==> src/rtl/dvp_rx_pkg.sv <==
// Shared encodings for the DVP receiver: pixel formats, FSM states
// and the per-format last byte phase of a pixel.
package dvp_rx_pkg;

    typedef enum logic [1:0] {
        FMT_RGB565 = 2'd0,
        FMT_RGB888 = 2'd1,
        FMT_YUV_Y  = 2'd2,
        FMT_RAW8   = 2'd3
    } fmt_e;

    typedef enum logic [1:0] {
        IDLE       = 2'd0,
        WAIT_FRAME = 2'd1,
        BLANK      = 2'd2,
        LINE       = 2'd3
    } state_e;

    function automatic logic [1:0] last_phase(fmt_e f);
        logic [1:0] r;
        case (f)
            FMT_RGB888: r = 2'd2;
            FMT_RAW8:   r = 2'd0;
            default:    r = 2'd1;
        endcase
        return r;
    endfunction

endpackage

==> src/rtl/dvp_pix_pack.sv <==
// Byte-to-pixel packer: holds earlier bytes of a pixel and maps the
// completed pixel to 24-bit {R,G,B} for the latched format.
import dvp_rx_pkg::*;

module dvp_pix_pack (
    input  logic        clk_i,
    input  logic        rst_ni,
    input  logic        en_i,
    input  logic [7:0]  byte_i,
    input  logic [1:0]  phase_i,
    input  fmt_e        fmt_i,
    output logic [23:0] pixel_o,
    output logic        done_o
);

    logic [7:0]  b0_q;
    logic [7:0]  b1_q;
    logic [15:0] p565;

    always_ff @(posedge clk_i or negedge rst_ni) begin
        if (!rst_ni) begin
            b0_q <= '0;
            b1_q <= '0;
        end else if (en_i) begin
            if (phase_i == 2'd0) b0_q <= byte_i;
            if (phase_i == 2'd1) b1_q <= byte_i;
        end
    end

    assign done_o = en_i && (phase_i == last_phase(fmt_i));
    assign p565   = {b0_q, byte_i};

    // YUYV: the Y byte sits at phase 0 and is emitted when the chroma byte lands
    always_comb begin
        pixel_o = '0;
        case (fmt_i)
            FMT_RGB565: pixel_o = {p565[15:11], 3'b0, p565[10:5], 2'b0,
                                   p565[4:0], 3'b0};
            FMT_RGB888: pixel_o = {b0_q, b1_q, byte_i};
            FMT_YUV_Y:  pixel_o = {3{b0_q}};
            FMT_RAW8:   pixel_o = {3{byte_i}};
            default:    pixel_o = '0;
        endcase
    end

endmodule

==> src/rtl/cmos_dvp_rx.sv <==
// DVP camera receiver: syncs sensor pins, skips start-up frames,
// packs bytes into pixels and measures frame geometry and errors.
import dvp_rx_pkg::*;

module cmos_dvp_rx #(
    parameter int DW         = 8,
    parameter int FRAME_SKIP = 5,
    parameter int CNT_W      = 12
) (
    input  logic             cmos_pclk_i,
    input  logic             rstn_i,
    input  logic             cmos_href_i,
    input  logic             cmos_vsync_i,
    input  logic [DW-1:0]    cmos_data_i,
    input  logic [1:0]       fmt_i,
    output logic [23:0]      rgb_o,
    output logic             de_o,
    output logic             hs_o,
    output logic             vs_o,
    output logic [CNT_W-1:0] width_o,
    output logic [CNT_W-1:0] height_o,
    output logic [15:0]      frame_cnt_o,
    output logic             err_o
);

    localparam logic [7:0]       SKIP = 8'(FRAME_SKIP);
    localparam logic [CNT_W-1:0] CMAX = '1;

    logic [2:0] href_q, vsync_q;
    logic [7:0] dat1_q, dat2_q;
    logic href_rise, href_fall, vs_rise;
    logic [7:0] skip_q, skip_d;
    logic out_en;
    state_e state_q, state_d;
    fmt_e fmt_q;
    logic [1:0] phase_q, phase_d, phase_cur;
    logic byte_v, pix_done;
    logic [23:0] pix;
    logic [CNT_W-1:0] pix_cnt_q, pix_cnt_d, pix_base;
    logic [CNT_W-1:0] line_cnt_q, line_cnt_d;
    logic [CNT_W-1:0] first_w_q, first_w_d;
    logic [CNT_W-1:0] width_q, width_d, height_q, height_d;
    logic [15:0] fcnt_q, fcnt_d;
    logic err_q, err_d;
    logic [23:0] rgb_q;
    logic de_q, hs_q, vs_q;
    logic line_end, frame_done;

    // Bits [1:0] synchronise, bit 2 is the edge-detect history
    always_ff @(posedge cmos_pclk_i or negedge rstn_i) begin
        if (!rstn_i) begin
            href_q  <= '0;
            vsync_q <= '0;
            dat1_q  <= '0;
            dat2_q  <= '0;
        end else begin
            href_q  <= {href_q[1:0], cmos_href_i};
            vsync_q <= {vsync_q[1:0], cmos_vsync_i};
            dat1_q  <= cmos_data_i[DW-1:DW-8];
            dat2_q  <= dat1_q;
        end
    end

    assign href_rise = href_q[1] & ~href_q[2];
    assign href_fall = ~href_q[1] & href_q[2];
    assign vs_rise   = vsync_q[1] & ~vsync_q[2];
    assign out_en    = (skip_q == SKIP);

    always_comb begin
        state_d = state_q;
        if (!out_en)
            state_d = IDLE;
        else if (state_q == IDLE)
            state_d = WAIT_FRAME;
        else if (vs_rise)
            state_d = BLANK;
        else if (state_q == BLANK && href_rise)
            state_d = LINE;
        else if (state_q == LINE && href_fall)
            state_d = BLANK;
    end

    assign byte_v = href_q[1] && !vs_rise &&
                    (state_q == LINE || (state_q == BLANK && href_rise));
    assign phase_cur = href_rise ? 2'd0 : phase_q;

    dvp_pix_pack u_pack (
        .clk_i   (cmos_pclk_i),
        .rst_ni  (rstn_i),
        .en_i    (byte_v),
        .byte_i  (dat2_q),
        .phase_i (phase_cur),
        .fmt_i   (fmt_q),
        .pixel_o (pix),
        .done_o  (pix_done)
    );

    always_comb begin
        skip_d = (vs_rise && !out_en) ? skip_q + 8'd1 : skip_q;
        phase_d = 2'd0;
        if (byte_v && !pix_done) phase_d = phase_cur + 2'd1;
        pix_base  = href_rise ? '0 : pix_cnt_q;
        pix_cnt_d = pix_base;
        if (pix_done && pix_base != CMAX) pix_cnt_d = pix_base + 1'b1;
        line_end   = (state_q == LINE) && href_fall && !vs_rise;
        frame_done = vs_rise && line_cnt_q != '0 &&
                     (state_q == BLANK || state_q == LINE);
        line_cnt_d = line_cnt_q;
        first_w_d  = first_w_q;
        err_d      = err_q;
        width_d    = width_q;
        height_d   = height_q;
        fcnt_d     = fcnt_q;
        // A vsync rise inside a line aborts it and flags the new frame
        if (vs_rise && state_q != IDLE) begin
            line_cnt_d = '0;
            err_d      = (state_q == LINE);
        end else if (line_end) begin
            if (line_cnt_q != CMAX) line_cnt_d = line_cnt_q + 1'b1;
            if (line_cnt_q == '0) first_w_d = pix_cnt_q;
            else if (pix_cnt_q != first_w_q) err_d = 1'b1;
            if (phase_q != 2'd0) err_d = 1'b1;
        end
        if (frame_done) begin
            width_d  = first_w_q;
            height_d = line_cnt_q;
            fcnt_d   = fcnt_q + 16'd1;
        end
    end

    always_ff @(posedge cmos_pclk_i or negedge rstn_i) begin
        if (!rstn_i) begin
            skip_q     <= '0;
            state_q    <= IDLE;
            fmt_q      <= FMT_RGB565;
            phase_q    <= '0;
            pix_cnt_q  <= '0;
            line_cnt_q <= '0;
            first_w_q  <= '0;
            width_q    <= '0;
            height_q   <= '0;
            fcnt_q     <= '0;
            err_q      <= 1'b0;
            rgb_q      <= '0;
            de_q       <= 1'b0;
            hs_q       <= 1'b0;
            vs_q       <= 1'b0;
        end else begin
            skip_q     <= skip_d;
            state_q    <= state_d;
            if (vs_rise) fmt_q <= fmt_e'(fmt_i);
            phase_q    <= phase_d;
            pix_cnt_q  <= pix_cnt_d;
            line_cnt_q <= line_cnt_d;
            first_w_q  <= first_w_d;
            width_q    <= width_d;
            height_q   <= height_d;
            fcnt_q     <= fcnt_d;
            err_q      <= err_d;
            if (pix_done) rgb_q <= pix;
            de_q       <= pix_done & out_en;
            hs_q       <= href_q[1] & out_en;
            vs_q       <= vsync_q[1] & out_en;
        end
    end

    assign rgb_o       = rgb_q;
    assign de_o        = de_q;
    assign hs_o        = hs_q;
    assign vs_o        = vs_q;
    assign width_o     = width_q;
    assign height_o    = height_q;
    assign frame_cnt_o = fcnt_q;
    assign err_o       = err_q;

endmodule

==> config.mk <==
export PLATFORM = sky130hd
export DESIGN_NAME = cmos_dvp_rx
export DESIGN_NICKNAME = d
export VERILOG_FILES = /design/src/rtl/dvp_rx_pkg.sv /design/src/rtl/dvp_pix_pack.sv /design/src/rtl/cmos_dvp_rx.sv
export SDC_FILE = /design/constraint.sdc
export NUM_CORES = 1
export LEC_CHECK = 0
export ABC_AREA = 1
export BUFFER_PORTS_ARGS = -buffer_cell sky130_fd_sc_hd__buf_4
export CELL_PAD_IN_SITES_DETAIL_PLACEMENT = 1
export CELL_PAD_IN_SITES_GLOBAL_PLACEMENT = 1
export CORE_MARGIN = 5
export CORE_UTILIZATION = 46
export CTS_BUF_LIST = sky130_fd_sc_hd__clkbuf_4 sky130_fd_sc_hd__clkbuf_8
export DETAILED_ROUTE_END_ITERATION = 7
export PLACE_DENSITY_LB_ADDON = 0.1
export RECOVER_POWER = 25
export SETUP_SLACK_MARGIN = 0.15
export SYNTH_ARGS = -nofsm -noshare
export SYNTH_HDL_FRONTEND = slang
export SYNTH_HIERARCHICAL = 1
export SYNTH_SLANG_ARGS = --single-unit
==> constraint.sdc <==
create_clock -name cmos_pclk_i -period 2.63 [get_ports cmos_pclk_i]
set_input_delay 0.1315 -clock cmos_pclk_i [delete_from_list [all_inputs] [get_ports cmos_pclk_i]]
set_output_delay 0.1315 -clock cmos_pclk_i [all_outputs]
set_load 0.02 [all_outputs]
**Yosys cells after proc, flatten, opt, wreduce, memory -nomap -nowiden**

Index checks and enable logic that the tools add are counted.

- Reductions and logical operators: 32
- Shift-type cells: 0
- $mul: 0
- Bitwise operators: 10
- $lt $le $gt $ge: 0
- Muxes and demuxes: 19
- Eq/ne operators: 13
- Add/sub/neg operators: 5
- Divide/modulo/power cells: 0

Operator list:

| operator | count |
|---|---|
| $pmux 24 s4 | 1 |
| $mux 12 | 5 |
| $add 12x1->12 const B | 2 |
| $ne 12x12->1 const B | 2 |
| $add 16x1->16 const B | 1 |
| $mux 2 | 7 |
| $logic_and 1x1->1 | 12 |
| $logic_not 12->1 | 1 |
| $ne 12x12->1 | 1 |
| $reduce_bool 12->1 | 1 |
| $add 8x1->8 const B | 1 |
| $eq 2x2->1 const B | 4 |
| $eq 8x3->1 const B | 1 |
| $reduce_bool 2->1 | 4 |
| $and 1x1->1 | 6 |
| $logic_not 2->1 | 3 |
| $reduce_and 2->1 | 3 |
| $reduce_and 3->1 | 2 |
| $mux 1 | 5 |
| $ne 5x2->1 const B | 1 |
| $eq 2x1->1 const B | 2 |
| $not 1->1 | 4 |
| $pmux 2 s2 | 1 |
| $logic_not 1->1 | 3 |
| other kinds (5) | 6 |

- Word-level logic and storage cells: 100
- Bits in registers: 156
- Latch bits: 0
- Output and inout port bits: 68
- Memory bits (writable): 0
- Memory bits (read-only): 0
- Memories kept: 0
- Input port bits: 14

**Depth between registers and ports, before layout**

- Depth in word-level cells: 9
- Depth in mapped cells: 13
- Mapped depth without buffers: 11

**Modules after synthesis**

Netlist, hierarchy kept.

By module, submodules not included:

| module | sequential area each (µm²) | area each (µm²) | instances | cells each |
|---|---|---|---|---|
| cmos_dvp_rx | 3503.4 | 6172.2 | 1 | 710 |
| dvp_pix_pack | 400.4 | 1191.1 | 1 | 151 |

**Worst setup path before layout**

OpenSTA, ideal clock, no wires.

- Kind: register -> register
- Start: register href_q[2]
- End: register rgb_q[14], in the netlist rgb_o[14]
- Required time: 2.513 ns
- Buffers on the path: 3
- Period minus slack after synthesis: 2.344 ns
- Slack: 0.286 ns
- Stages on the path, launching flop included: 12
- Arrival: 2.227 ns
- Library setup time: 0.117 ns
- Cells stage by stage: dfrtp_1 nor2_4 buf_6 nand2_1 a211oi_2 nand3_1 nor2_1 clkbuf_1 clkinv_1 clkbuf_1 nand2_1 nand2_1

- Word-level cells in the longest chain between the ends: 6
- Elaborated cells between the ends (all ways): 8
- Classes of those cells: eq/ne: 1; mux: 1; bitwise: 2; reduce/logical: 4

Ends and longest elaborated chain:

| item | line | source |
|---|---|---|
| start, declared | cmos_dvp_rx.sv:29 | `logic [2:0] href_q, vsync_q;` |
| start signal, assigned | cmos_dvp_rx.sv:57 | `href_q <= {href_q[1:0], cmos_href_i};` |
| $not 1->1 | cmos_dvp_rx.sv:64 | `assign href_rise = href_q[1] & ~href_q[2];` |
| $and 1x1->1 | cmos_dvp_rx.sv:64 |  |
| $logic_and 1x1->1 | cmos_dvp_rx.sv:84 | `(state_q == LINE \|\| (state_q == BLANK && href_rise));` |
| $logic_or 1x1->1 | cmos_dvp_rx.sv:84 |  |
| $logic_and 1x1->1 | cmos_dvp_rx.sv:83 | `assign byte_v = href_q[1] && !vs_rise &&` |
| via byte_v | cmos_dvp_rx.sv:37 | `logic byte_v, pix_done;` |
| $logic_and 1x1->1 | dvp_pix_pack.sv:30 | `assign done_o = en_i && (phase_i == last_phase(fmt_i));` |
| via pix_done | cmos_dvp_rx.sv:37 |  |
| end signal, assigned | cmos_dvp_rx.sv:160 | `if (pix_done) rgb_q <= pix;` |
| end, declared | cmos_dvp_rx.sv:45 | `logic [23:0] rgb_q;` |

The timed path passes the listed nets, and every way through them passes these cells.
A chain may end at the register's enable or synchronous reset.

**Worst setup path in the final report**

- Start: register href_q[1]
- End: register pix_cnt_q[8]

- Word-level cells in the longest chain between the ends: 7
- Elaborated cells between the ends (all ways): 13
- Classes of those cells: add/sub: 1; eq/ne: 2; mux: 3; bitwise: 1; reduce/logical: 6

Ends and longest elaborated chain:

| item | line | source |
|---|---|---|
| parallel branches: the longest is 6 deep, another holds $add 12x1->12 | n/a |  |
| $mux 12 (*) | cmos_dvp_rx.sv:104 | `if (pix_done && pix_base != CMAX) pix_cnt_d = pix_base + 1'b1;` |
| via pix_cnt_d[8] | cmos_dvp_rx.sv:39 | `logic [CNT_W-1:0] pix_cnt_q, pix_cnt_d, pix_base;` |
| end signal, assigned | cmos_dvp_rx.sv:153 | `pix_cnt_q <= pix_cnt_d;` |
| end, declared | cmos_dvp_rx.sv:39 |  |

Mark *: on every way through the listed nets, which the timed path passes.

==> flow_summary_export.csv <==
group,metric,value,unit
final_layout,final_net_count,979,
yosys,synth_xor_area_frac,0.0428,
die,io_pins,82,
clock_tree,cts_sinks,156,
grt,grt_pass1_vias,6382,
setup_path,crit_path_end_kind,"flip-flop",
timing,relSlewSlack,-0.243,
die,rows,46,
timing,tightest_slew,1860,ps
power,p_sw,1.22,mW
yosys,synth_fa_ha_area_frac,0.0102,
die,start_util,0.467,
final_layout,fill_cells,1921,
final_layout,n_antenna_cell,0,
routing,drt-initial-drc-count,231,
grt,grt_pass1_wl,31900,um
timing,finalMaxSlewViolations,68,
yosys,synthMuxAreaShare,0,
place,place_congestion,0.911,
die,die_w,137,um
setup_path,path_class,"flip-flop to flip-flop",
power,swShare,0.257,
power,leakage,4.29,nW
final_layout,syn2layout_area_growth,18.0,%
grt,antenna_found_initial,0,
clock_tree,max-clock-path-buffers,2,
place,io_buffers,81,
routing,drt_first_pass_iters,4,
setup_path,path_max_fanout,13,
clock_tree,clk_latency,460,ps
setup_path,r2r-start,"href_q[1]$_DFF_PN0_",
place,place_ws,417,ps
routing,wl,19100,um
grt,grt_max_degree,70,
routing,wl_per_cell,16.1,um
final_layout,finalNonFillerCells,1187,
die,dieArea,18600,sq um
timing,setup-violations-final,0,
setup_path,cp-startpoint,"href_q[1]$_DFF_PN0_",
yosys,synth_common_cells,"nand2_1, dfrtp_1, inv_1",
yosys,syn_area,7360,sq um
timing,setup_tns,0,ps
final_layout,seq_area,3900,sq um
setup_path,crit_arrival,2540,ps
grt,grt_use_total,0.216,
timing,max_freq,0.452,GHz
die,dieHeight,137,um
timing,finalWorstSetupSlack,419,ps
timing,hold_slack,337,ps
power,p_total,4.73,mW
yosys,yosys_most_used_dff,"dfrtp_1",
clock_tree,cts-root-buf,"clkbuf_8",
yosys,synth_edf_count,0,
power,irDropWorstVdd,0.000365,V
clock_tree,post_cts_buffers,0,
yosys,yosysWarningCount,6,
clock_tree,clk_pin_slew_worst_paths,80,ps
routing,vias_per_cell,5.07,
power,p_per_area,544,nW/um^2
final_layout,fin_area,8690,sq um
yosys,synth_top_family_by_area,"simple AND/OR/NAND/NOR gates",
yosys,synth_top_area_share,0.530,
worst_hold_path,hold_class,"input pin to flip-flop",
yosys,synth.distinct_cells,35,
final_layout,drive_gt1_frac,0.181,
clock_tree,numCtsBuffers,17,
timing,finalClockSkew,14.6,ps
setup_path,start_kind,"flip-flop",
yosys,synth_nets,881,
job,maxCapViolCount,1,
final_layout,final_core_util,0.551,
setup_path,required,2960,ps
yosys,synth.avg_cell_area,8.55,sq um
yosys,yosysMostFrequentCell,"nand2_1",
routing,antenna_left,0,
timing,period_minus_slack,2210,ps
yosys,synthSimpleGateAreaFrac,0.273,
place,placed_cells,1143,
timing,fin_crit_sh,0.841,
power,combPwrFrac,0.080,
place,place.detailed.hpwl,14100,um
routing,drc,0,
final_layout,multiInputGateArea,2970,sq um
worst_hold_path,hold_path_startpoint,"cmos_data_i[5]",
timing,grt_setup_unrepaired,"no",
timing,finalHoldViolations,0,
status,outcome,"finished, violations left",
grt,grt_overflow,0,
clock_tree,cts_resized,0,
power,clockPowerShare,0.382,
yosys,ys_seq_elements,156,
place,placed_cell_area,8170,sq um
clock_tree,cts_tree,"built",
yosys,seq_area_frac_synth,0.530,
clock_tree,cts_max_level,4,
yosys,syn_inst,861,
status,violations,"max-capacitance violations, max-slew violations",
power,p_int,3.51,mW
die,core,15800,sq um
yosys,synth_compound_area_frac,0.0775,
yosys,synth_area_leader_cell,"dfrtp_1",
yosys,synth_area_leaders,"dfrtp_1, nand2_1, inv_1, nand3_1, nor2_1",
power,seq_power_share,0.539,
yosys,synth-async-reset-ratio,1.00,
routing,vias,6021,
[final cells by class]
| cell class | instances | share of cell area |
|---|---|---|
| Tap cell | 216 | 0.0311 |
| Multi-Input combinational cell | 596 | 0.341 |
| Inverter | 84 | 0.0369 |
| Timing Repair Buffer | 104 | 0.0962 |
| Clock buffer | 20 | 0.0317 |
| Sequential cell | 156 | 0.449 |
| Clock inverter | 11 | 0.0137 |
[cell usage in the layout (no fill, tap or decap), types with 3 or more instances in the layout]
cell | Yosys | layout
nand3_1 | 55 | 55
nand4_1 | 23 | 23
o21ai_0 | 30 | 30
buf_4 | 6 | 78
nor2_4 | 3 | 3
nand2_1 | 298 | 298
a21oi_1 | 4 | 4
clkbuf_8 | 0 | 20
dlygate4sd3_1 | 0 | 13
clkinv_4 | 0 | 3
dfrtp_1 | 156 | 156
nor2_2 | 6 | 6
clkbuf_4 | 0 | 10
clkinv_2 | 0 | 5
inv_2 | 7 | 7
o21ai_1 | 28 | 28
o21ai_2 | 17 | 17
xnor2_1 | 14 | 14
nor3_1 | 10 | 10
o211ai_2 | 5 | 5
ha_1 | 6 | 6
nor2_1 | 54 | 54
inv_1 | 74 | 74
nand2_2 | 7 | 7
xor2_1 | 22 | 22
[registers in the layout, summed over array words and instances, names as in the netlist, 12 cells and up]
name / flops
first_w_q: 12
frame_cnt_o: 16
height_o: 12
line_cnt_q: 12
pix_cnt_q: 12
rgb_o: 24
width_o: 12
[routing by layer]
layer	vias to the layer above	wire (um)	GRT usage	part of all wire
met3	25	692	0.0401	0.036
met5	-	0	0	0
met2	103	9470	0.363	0.50
li1	2933	-	-	-
met4	0	285	0.0622	0.015
met1	2960	8640	0.286	0.45
[worst max-delay path: stages (launching register included)]
cell     delay [ps]
dfrtp_1         400
inv_2           110
nor2_4           70
buf_4           180
nor2_1          180
ha_1            220
nand3_1         150
inv_1           110
nand3_1         100
nand2_2         240
inv_2           150
nand2_1          90
o21ai_0          80
[power by group through the flow]
| stage | Sequential, mW | Clock [mW] | Combinational [mW] |
|---|---|---|---|
| floorplan | 2.58 | 0 | 0.233 |
| global placement | 2.59 | 0 | 0.349 |
| detailed placement | 2.59 | 0 | 0.366 |
| CTS | 2.55 | 1.85 | 0.384 |
| global route | 2.56 | 1.95 | 0.427 |
| finish | 2.55 | 1.81 | 0.376 |
[cells by family (layout without fill, tap and decap cells)]
logic type,after synthesis,after routing
compound gates,90,90
simple gates,464,464
buf+inv,109,219
fa+ha+maj,6,6
xor+xnor,36,36
flops,156,156
[repair_timing]
action	4_1_cts	5_1_grt
hold endpoints to repair	78	0
hold buffers	13	0
endpoints found under the setup margin	0	0
[final timing paths]
path	endpoint	slack (ps)	cells past startpoint
max in group asynchronous	u_pack/b1_q[0]$_DFFE_PN0P_	790	2
max	pix_cnt_q[8]$_DFF_PN0_	420	12
min in group asynchronous	width_o[3]$_DFFE_PN0P_	710	2
min	dat1_q[5]$_DFF_PN0_	340	2
max reg2reg	pix_cnt_q[8]$_DFF_PN0_	420	12
min reg2reg	dat2_q[2]$_DFF_PN0_	350	0
(Power assumes the default switching activity.)
